**src/rtl/xmem_cfg_issuer.sv**
```systemverilog
// xmem_cfg_issuer: serialises config records (cmd, idx, data, repeat) into
// single-word writes on the config bus, inside the xmem config window.
// Optional feature macro: XMEM_CFG_READBACK_EN (read back and compare each write).
module xmem_cfg_issuer #(
  parameter int unsigned XMEM_CFG_ABIT = 19,
  parameter int unsigned CMD_W         = 6,
  parameter int unsigned IDX_W         = 12,
  parameter int unsigned CMD_NUM       = 40,
  parameter int unsigned DW            = 32,
  parameter int unsigned CNT_W         = 8
) (
  input  logic             clk,
  input  logic             rst,
  input  logic             s_valid,
  output logic             s_ready,
  input  logic [CMD_W-1:0] s_cmd,
  input  logic [IDX_W-1:0] s_idx,
  input  logic [DW-1:0]    s_data,
  input  logic [CNT_W-1:0] s_cnt,
  input  logic             s_data_inc,
  output logic             m_req,
  output logic             m_we,
  output logic [31:0]      m_addr,
  output logic [DW-1:0]    m_wdata,
  input  logic             m_gnt,
  input  logic             m_rvalid,
  input  logic [DW-1:0]    m_rdata,
  output logic             busy,
  output logic             err,
  output logic [1:0]       err_code,
  input  logic             err_clr,
  output logic [15:0]      wr_cnt
);

  localparam int unsigned AW     = 32;
  localparam int unsigned WCNT_W = 16;
  localparam int unsigned ERR_W  = 2;

  localparam logic [ERR_W-1:0] ERR_NONE = ERR_W'(0);
  localparam logic [ERR_W-1:0] ERR_CMD  = ERR_W'(1);
  localparam logic [ERR_W-1:0] ERR_RB   = ERR_W'(2);

  localparam logic [AW-1:0] WIN_BIT = AW'(1) << XMEM_CFG_ABIT;

  typedef enum logic [1:0] {
    ST_IDLE    = 2'd0,
    ST_ISSUE   = 2'd1,
    ST_RB_REQ  = 2'd2,
    ST_RB_WAIT = 2'd3
  } state_e;

  state_e             state_q;
  logic               s_ready_q;
  logic               m_req_q;
  logic               m_we_q;
  logic [AW-1:0]      m_addr_q;
  logic [DW-1:0]      m_wdata_q;
  logic               busy_q;
  logic [CNT_W-1:0]   beats_q;
  logic               inc_q;
  logic [WCNT_W-1:0]  wr_cnt_q;
  logic               err_q;
  logic [ERR_W-1:0]   err_code_q;

  logic               accept;
  logic               cmd_legal;
  logic [AW-1:0]      first_addr;
  logic [CNT_W-1:0]   first_beats;
  logic [AW-1:0]      addr_nxt;
  logic [DW-1:0]      data_nxt;
  logic               last_beat;
  logic               new_err;
  logic [ERR_W-1:0]   new_code;

  assign accept      = (state_q == ST_IDLE) && s_valid && s_ready_q;
  assign cmd_legal   = (32'(s_cmd) < CMD_NUM);
  assign first_addr  = WIN_BIT | (AW'(s_cmd) << IDX_W) | AW'(s_idx);
  assign first_beats = (s_cnt == '0) ? CNT_W'(1) : s_cnt;
  // Index field wraps on its own; the cmd field and window bit are untouched.
  assign addr_nxt    = {m_addr_q[AW-1:IDX_W], m_addr_q[IDX_W-1:0] + IDX_W'(1)};
  assign data_nxt    = inc_q ? (m_wdata_q + DW'(1)) : m_wdata_q;
  assign last_beat   = (beats_q == CNT_W'(1));

`ifdef XMEM_CFG_READBACK_EN
  logic rb_mismatch;
  assign rb_mismatch = (state_q == ST_RB_WAIT) && m_rvalid && (m_rdata != m_wdata_q);
`else
  logic unused_rb;
  assign unused_rb = ^{m_rvalid, m_rdata};
`endif

  // Error source selection: illegal command on accept, or readback mismatch.
  always_comb begin
    new_err  = 1'b0;
    new_code = ERR_NONE;
    if (accept && !cmd_legal) begin
      new_err  = 1'b1;
      new_code = ERR_CMD;
    end
`ifdef XMEM_CFG_READBACK_EN
    else if (rb_mismatch) begin
      new_err  = 1'b1;
      new_code = ERR_RB;
    end
`endif
  end

  // Record sequencer: accept, issue beats, optionally read back each write.
  always_ff @(posedge clk) begin
    if (rst) begin
      state_q   <= ST_IDLE;
      s_ready_q <= 1'b1;
      m_req_q   <= 1'b0;
      m_we_q    <= 1'b0;
      m_addr_q  <= '0;
      m_wdata_q <= '0;
      busy_q    <= 1'b0;
      beats_q   <= '0;
      inc_q     <= 1'b0;
      wr_cnt_q  <= '0;
    end else begin
      case (state_q)
        ST_IDLE: begin
          if (accept && cmd_legal) begin
            m_addr_q  <= first_addr;
            m_wdata_q <= s_data;
            beats_q   <= first_beats;
            inc_q     <= s_data_inc;
            m_req_q   <= 1'b1;
            m_we_q    <= 1'b1;
            s_ready_q <= 1'b0;
            busy_q    <= 1'b1;
            state_q   <= ST_ISSUE;
          end
        end
        ST_ISSUE: begin
          if (m_gnt) begin
            wr_cnt_q <= wr_cnt_q + WCNT_W'(1);
`ifdef XMEM_CFG_READBACK_EN
            // Same address, now as a read; advance happens after the compare.
            m_we_q  <= 1'b0;
            state_q <= ST_RB_REQ;
`else
            m_addr_q  <= addr_nxt;
            m_wdata_q <= data_nxt;
            beats_q   <= beats_q - CNT_W'(1);
            if (last_beat) begin
              m_req_q   <= 1'b0;
              m_we_q    <= 1'b0;
              s_ready_q <= 1'b1;
              busy_q    <= 1'b0;
              state_q   <= ST_IDLE;
            end
`endif
          end
        end
`ifdef XMEM_CFG_READBACK_EN
        ST_RB_REQ: begin
          if (m_gnt) begin
            m_req_q <= 1'b0;
            state_q <= ST_RB_WAIT;
          end
        end
        ST_RB_WAIT: begin
          if (m_rvalid) begin
            m_addr_q  <= addr_nxt;
            m_wdata_q <= data_nxt;
            beats_q   <= beats_q - CNT_W'(1);
            if (last_beat) begin
              s_ready_q <= 1'b1;
              busy_q    <= 1'b0;
              state_q   <= ST_IDLE;
            end else begin
              m_req_q <= 1'b1;
              m_we_q  <= 1'b1;
              state_q <= ST_ISSUE;
            end
          end
        end
`endif
        default: begin
          m_req_q   <= 1'b0;
          m_we_q    <= 1'b0;
          s_ready_q <= 1'b1;
          busy_q    <= 1'b0;
          state_q   <= ST_IDLE;
        end
      endcase
    end
  end

  // Sticky error flag: clear wins over a new error; first error code is kept.
  always_ff @(posedge clk) begin
    if (rst) begin
      err_q      <= 1'b0;
      err_code_q <= ERR_NONE;
    end else if (err_clr) begin
      err_q      <= 1'b0;
      err_code_q <= ERR_NONE;
    end else if (new_err && !err_q) begin
      err_q      <= 1'b1;
      err_code_q <= new_code;
    end
  end

  assign s_ready  = s_ready_q;
  assign m_req    = m_req_q;
  assign m_we     = m_we_q;
  assign m_addr   = m_addr_q;
  assign m_wdata  = m_wdata_q;
  assign busy     = busy_q;
  assign err      = err_q;
  assign err_code = err_code_q;
  assign wr_cnt   = wr_cnt_q;

endmodule

```
**config.mk**
```make
export PLATFORM = sky130hd
export DESIGN_NAME = xmem_cfg_issuer
export DESIGN_NICKNAME = d
export VERILOG_FILES = /design/src/rtl/xmem_cfg_issuer.sv
export SDC_FILE = /design/constraint.sdc
export NUM_CORES = 1
export LEC_CHECK = 0
export ABC_AREA = 1
export CORE_MARGIN = 2
export CORE_UTILIZATION = 35
export CTS_CLUSTER_SIZE = 28
export DETAILED_ROUTE_END_ITERATION = 8
export DONT_BUFFER_PORTS = 1
export MAX_ROUTING_LAYER = met4
export SLEW_MARGIN = 20
export SYNTH_ARGS = -nofsm -noshare
export SYNTH_HDL_FRONTEND = slang
export SYNTH_SLANG_ARGS = --single-unit
```
**constraint.sdc**
```tcl
create_clock -name clk -period 1.63 [get_ports clk]
set_input_delay 0.0815 -clock clk [delete_from_list [all_inputs] [get_ports clk]]
set_output_delay 0.0815 -clock clk [all_outputs]
set_load 0.02 [all_outputs]
```
* Yosys cells after proc, flatten, opt, wreduce, memory -nomap -nowiden
Index checks and enable logic that the tools add are counted.
** Storage, ports and cells
- Register bits :: 96
- Logic and storage cells :: 66
** Cells by class
- Add/subtract/negate cells :: 4
- Magnitude comparators :: 1
- Equal/unequal tests :: 6
- Bitwise operators :: 2
- Multiplexer cells :: 25
- Reduce and logical (&&, ||, !) cells :: 17
** Operators by type and width (number)
- 32-bit two-way mux :: 4
- 32-bit case mux with 2 select lines :: 2
- 32-bit by 1-bit adder with 32-bit output, second input constant :: 1
- 8-bit two-way mux :: 3
- 20-bit by 12-bit OR with 20-bit output :: 1
- 16-bit by 1-bit adder with 16-bit output, second input constant :: 1
- 8-bit case mux with 2 select lines :: 1
- 12-bit by 1-bit adder with 12-bit output, second input constant :: 1
- 12-bit two-way mux :: 1
- 3-bit AND reduction :: 3
- 8-bit by 1-bit equality test with 1-bit output, second input constant :: 1
- 8-bit zero test :: 1
- 1-bit two-way mux :: 8
- 8-bit by 1-bit subtractor with 8-bit output, second input constant :: 1
- 6-bit less-than comparator, second input constant :: 1
- 2-bit two-way mux :: 3
- 2-bit != test, second input constant :: 3
- 1-bit logical AND :: 5
- 1-bit case mux with 2 select lines :: 2
- 2-bit case mux with 2 select lines :: 1
- 2-bit AND reduction :: 2
- 4-bit AND reduction :: 1
- 2-bit by 1-bit equality test with 1-bit output, second input constant :: 1
- 1-bit zero test :: 2
- 5 further kinds :: 5

* Depth between registers and ports, before layout
- Word-level depth :: 6
- Mapped depth :: 11
- Mapped depth without buffers :: 11

* Least setup slack after synthesis
Ideal clock, no wire load.
- Path type :: register -> register
- Start point :: register m_wdata_q[1], in the netlist m_wdata[1]
- End point :: register m_wdata_q[22], in the netlist m_wdata[22]
- Data required time :: 1.498 ns
- Setup slack :: 0.018 ns
- Arrival :: 1.480 ns
- Buffers on the path :: 0
- Stages on the path, launching flop included :: 11
- Path through :: dfxtp_1 > ha_1 > nand2_1 > nor2_2 > nand2_2 > nor2_2 > nand2_1 > nand2_1 > nand3_1 > nand2_1 > a21oi_1
** On the way
- Cells in the longest elaborated chain, start to end :: 4
** Ends and longest elaborated chain
- start, declared :: line 57 : logic [DW-1:0] m_wdata_q;
- start signal, assigned :: line 126 : m_wdata_q <= s_data;
- start signal, assigned :: line 145 : m_wdata_q <= data_nxt;
- 32-bit by 1-bit adder with 32-bit output :: line 81 : assign data_nxt = inc_q ? (m_wdata_q + DW'(1)) : m_wdata_q;
- 32-bit two-way mux :: line 81
- 32-bit two-way mux :: line 137 : if (m_gnt) begin
- 32-bit case mux with 2 select lines :: line 122 : case (state_q)
Every way passes these cells. The select of a mux whose other input is x is not followed.
A chain may end at the register's enable or synchronous reset.

* Final worst setup path
- Start point :: register m_wdata_q[1], in the netlist m_wdata[1]
- End point :: register m_wdata_q[31], in the netlist m_wdata[31]
The elaborated chain is that of the path after synthesis.

==> impl_metrics.yaml <==
floorplan:
  start_util_pct: 35.9
  coreArea_um2: 13900
  die_h_um: 123
  die_w_um: 123
  dieArea_um2: 15200
  num_rows: 43
  ios: 184
timing:
  post-route-min-period_ps: 1530
  slew_viol_final: 0
  fin_crit_sh_pct: 94.1
  hold_slack_ps: 11.5
  rsz0062_at_grt: "true"
  clock.fmax_ghz: 0.652
  finalHoldViolCount: 0
  setup-tns-final_ps: 0
  finalSetupViolCount: 0
  skew_ps: 5.13
critical_path:
  crit_chain: "buf_6 -> nand2_2 -> nor2_4 -> nand2_2 -> nor2_4 -> nand2_1 -> nand2_1 -> nand3_1 -> nand2_1 -> a21oi_1"
  cp-endpoint: "m_wdata[31]$_SDFFE_PP0P_"
  path_common_cell: "nand2_1"
  cp_top_family: "simple AND/OR/NAND/NOR gates"
  cp_slowest_cell: "dfxtp_2"
  crit_type: "flop to flop"
  end_kind: "flop"
  cp_max_fo: 7
  r2r_slack_ps: 100
  worstPathArrival_ps: 1770
  path_buf_inv: 1
  startpoint: "m_wdata[1]$_SDFFE_PP0P_"
  max_stage_delay_ps: 340
  r2r_start: "m_wdata[1]$_SDFFE_PP0P_"
  r2r_end: "m_wdata[31]$_SDFFE_PP0P_"
  reg2regPathDepth: 10
  required_ps: 1860
  start_kind: "flop"
  cp_num_cells: 10
synthesis:
  async_flop_share_pct: 0
  synth_edf_count: 0
  synthMostInstantiatedCell: "nand2_1"
  syn-mean-instance-area_um2: 6.02
  synth.distinct_cells: 36
  synth_cells: 829
  ys_warn_count: 0
  synth_top_cell_area_share_pct: 32.1
  syn_area_um2: 4990
  synth_seq_cells: 80
  synthTopCellsByCount: "nand2_1 (246), nor2_1 (134), dfxtp_1 (80), inv_1 (72), a21oi_1 (62)"
  ys_seq_area_share_pct: 32.1
  ys.flop_type: "dfxtp_1"
  synth_top_cell_by_area: "dfxtp_1"
  synth_area_leaders: "dfxtp_1 (32%), nand2_1 (19%), nor2_1 (10%)"
routing:
  wl_mm: 14.9
  drt_iter0_markers: 357
  route.detailed.drc: 0
  avgRoutedWirePerCell_um: 13.3
  viasPerCell: 4.84
  vias: 5404
  ant_nets: 0
  drtPass1Iterations: 5
clocking:
  ctsHtreeMaxLevel: 3
  cts_sinks: 80
  clk_latency_ps: 350
  numCtsBuffers: 9
  cts_tree: "done"
  cts.path.max_buffers: 2
  path_clk_slew_ps: 60
  cts-root-buf: "clkbuf_16"
pwr:
  p_leak_nw: 2.59
  peakVddDrop_v: 0.000578
  cellPowerDensity_nw_per_um2: 903
global_routing:
  grt_pass1_vias: 4949
  grt_max_degree: 47
  grt-ovfl-total: 0
  grt_use_total_pct: 20.3
  antenna_found_initial: 1
  grt_pass1_wl_mm: 23.6
cells_and_area:
  final_nets: 1032
  multiInputGateArea_um2: 2960
  drive_above_1_share_pct: 15.9
  nFillCells: 1471
  regArea_um2: 1610
  areaGrowthSynthToFinish_pct: 30.3
placed_design:
  place.detailed.hpwl_mm: 10.6
  routabilityCongestion: 0.895
  portBuffers: 0
worst_hold_path:
  hold_class: "primary input to flop"
run_status:
  status: "complete, no violations"
flow_run:
  cap_violations: 0
[layout make-up]
| cell class | count | share of cell area, % |
|---|---|---|
| multi-input combinational | 638 | 45.5 |
| sequential | 80 | 24.8 |
| timing repair buffer | 123 | 16.7 |
| inverter | 78 | 4.62 |
| clock buffer | 11 | 3.58 |
| tap | 180 | 3.46 |
| clock inverter | 5 | 1.25 |
| antenna | 1 | 0.0385 |
[cell usage in the layout (no fill, tap or decap), types with 14 or more instances in the layout]
cell type | netlist | final
o21ai_0 | 50 | 48
dfxtp_1 | 80 | 75
nor2_1 | 134 | 129
inv_1 | 72 | 70
nand3_1 | 51 | 50
dlygate4sd3_1 | 0 | 40
nand2_1 | 246 | 239
buf_4 | 20 | 77
conb_1 | 1 | 14
a21oi_1 | 62 | 62
[registers in the layout (all words and copies together), names as in the netlist]
register	count
inc_q	1
wr_cnt	16
beats_q	8
s_ready	1
busy	1
err	1
m_wdata	32
m_addr	19
err_code	1
[what timing repair did]
item                                    4_1_cts  5_1_grt
buffers inserted                              0        5
hold buffers                                 41        0
endpoints found under the setup margin        0       29
hold endpoints to repair                     64        0
resized for setup                             0       36
[metal layers]
layer / up-vias / part of all wire [%] / global-route usage, %
met5: - / 0 / -
met4: 0 / 1.6 / 6.96
met3: 16 / 6.6 / 4.52
met2: 147 / 48 / 33.8
met1: 2421 / 43 / 24.2
li1: 2820 / - / -
[logic make-up after synthesis]
group | Yosys count | synth area share [%]
XOR/XNOR | 2 | 0.351
buffers and inverters | 124 | 11.3
flip-flops | 80 | 32.1
AO/OA/AOI/OAI | 141 | 14.9
other | 1 | 0.0752
AND/OR/NAND/NOR | 476 | 40.0
adder cells (fa/ha/maj) | 5 | 1.25
[stage by stage]
step           std cells  worst slack (ps)  instance area, µm²  utilization (%)  total power, mW
2_1_floorplan        842              18.0                5040                -             3.21
3_5_place_dp        1053              25.9                5610             40.4             3.57
4_1_cts             1110             0.193                6360             45.8             5.91
6_report            1116              96.4                6500             46.8             5.87
3_3_place_gp        1053              25.2                5610             40.4             3.57
5_1_grt             1116             -30.2                6500             46.8             6.19
[worst min-delay path: stages]
cell     delay [ps]
nor2_1           20
o21ai_0          50
o21ai_0          70
a21oi_1         110
[how the worst min path moves through the flow]
stage | cells past startpoint | slack [ps] | startpoint | end
6_report | 4 | 10 | s_cnt[0] | beats_q[0]$_SDFFE_PP0P_
4_1_cts | 4 | 0.3 | s_data[22] | m_wdata[22]$_SDFFE_PP0P_
5_1_grt | 4 | 30 | s_data[22] | m_wdata[22]$_SDFFE_PP0P_
3_3_place_gp | 1 | 160 | rst | m_addr[10]$_SDFFE_PP0P_
2_1_floorplan | 2 | 230 | s_cnt[1] | beats_q[1]$_SDFFE_PP0P_
3_5_place_dp | 1 | 160 | rst | m_addr[10]$_SDFFE_PP0P_
[report_power, final]
part / internal [mW] / total (mW) / switching, mW
Combinational: 0.532 / 1.35 / 0.822
Sequential: 2.12 / 2.30 / 0.185
Clock: 1.34 / 2.22 / 0.871
Note: power is estimated with default switching activity, not from simulation.
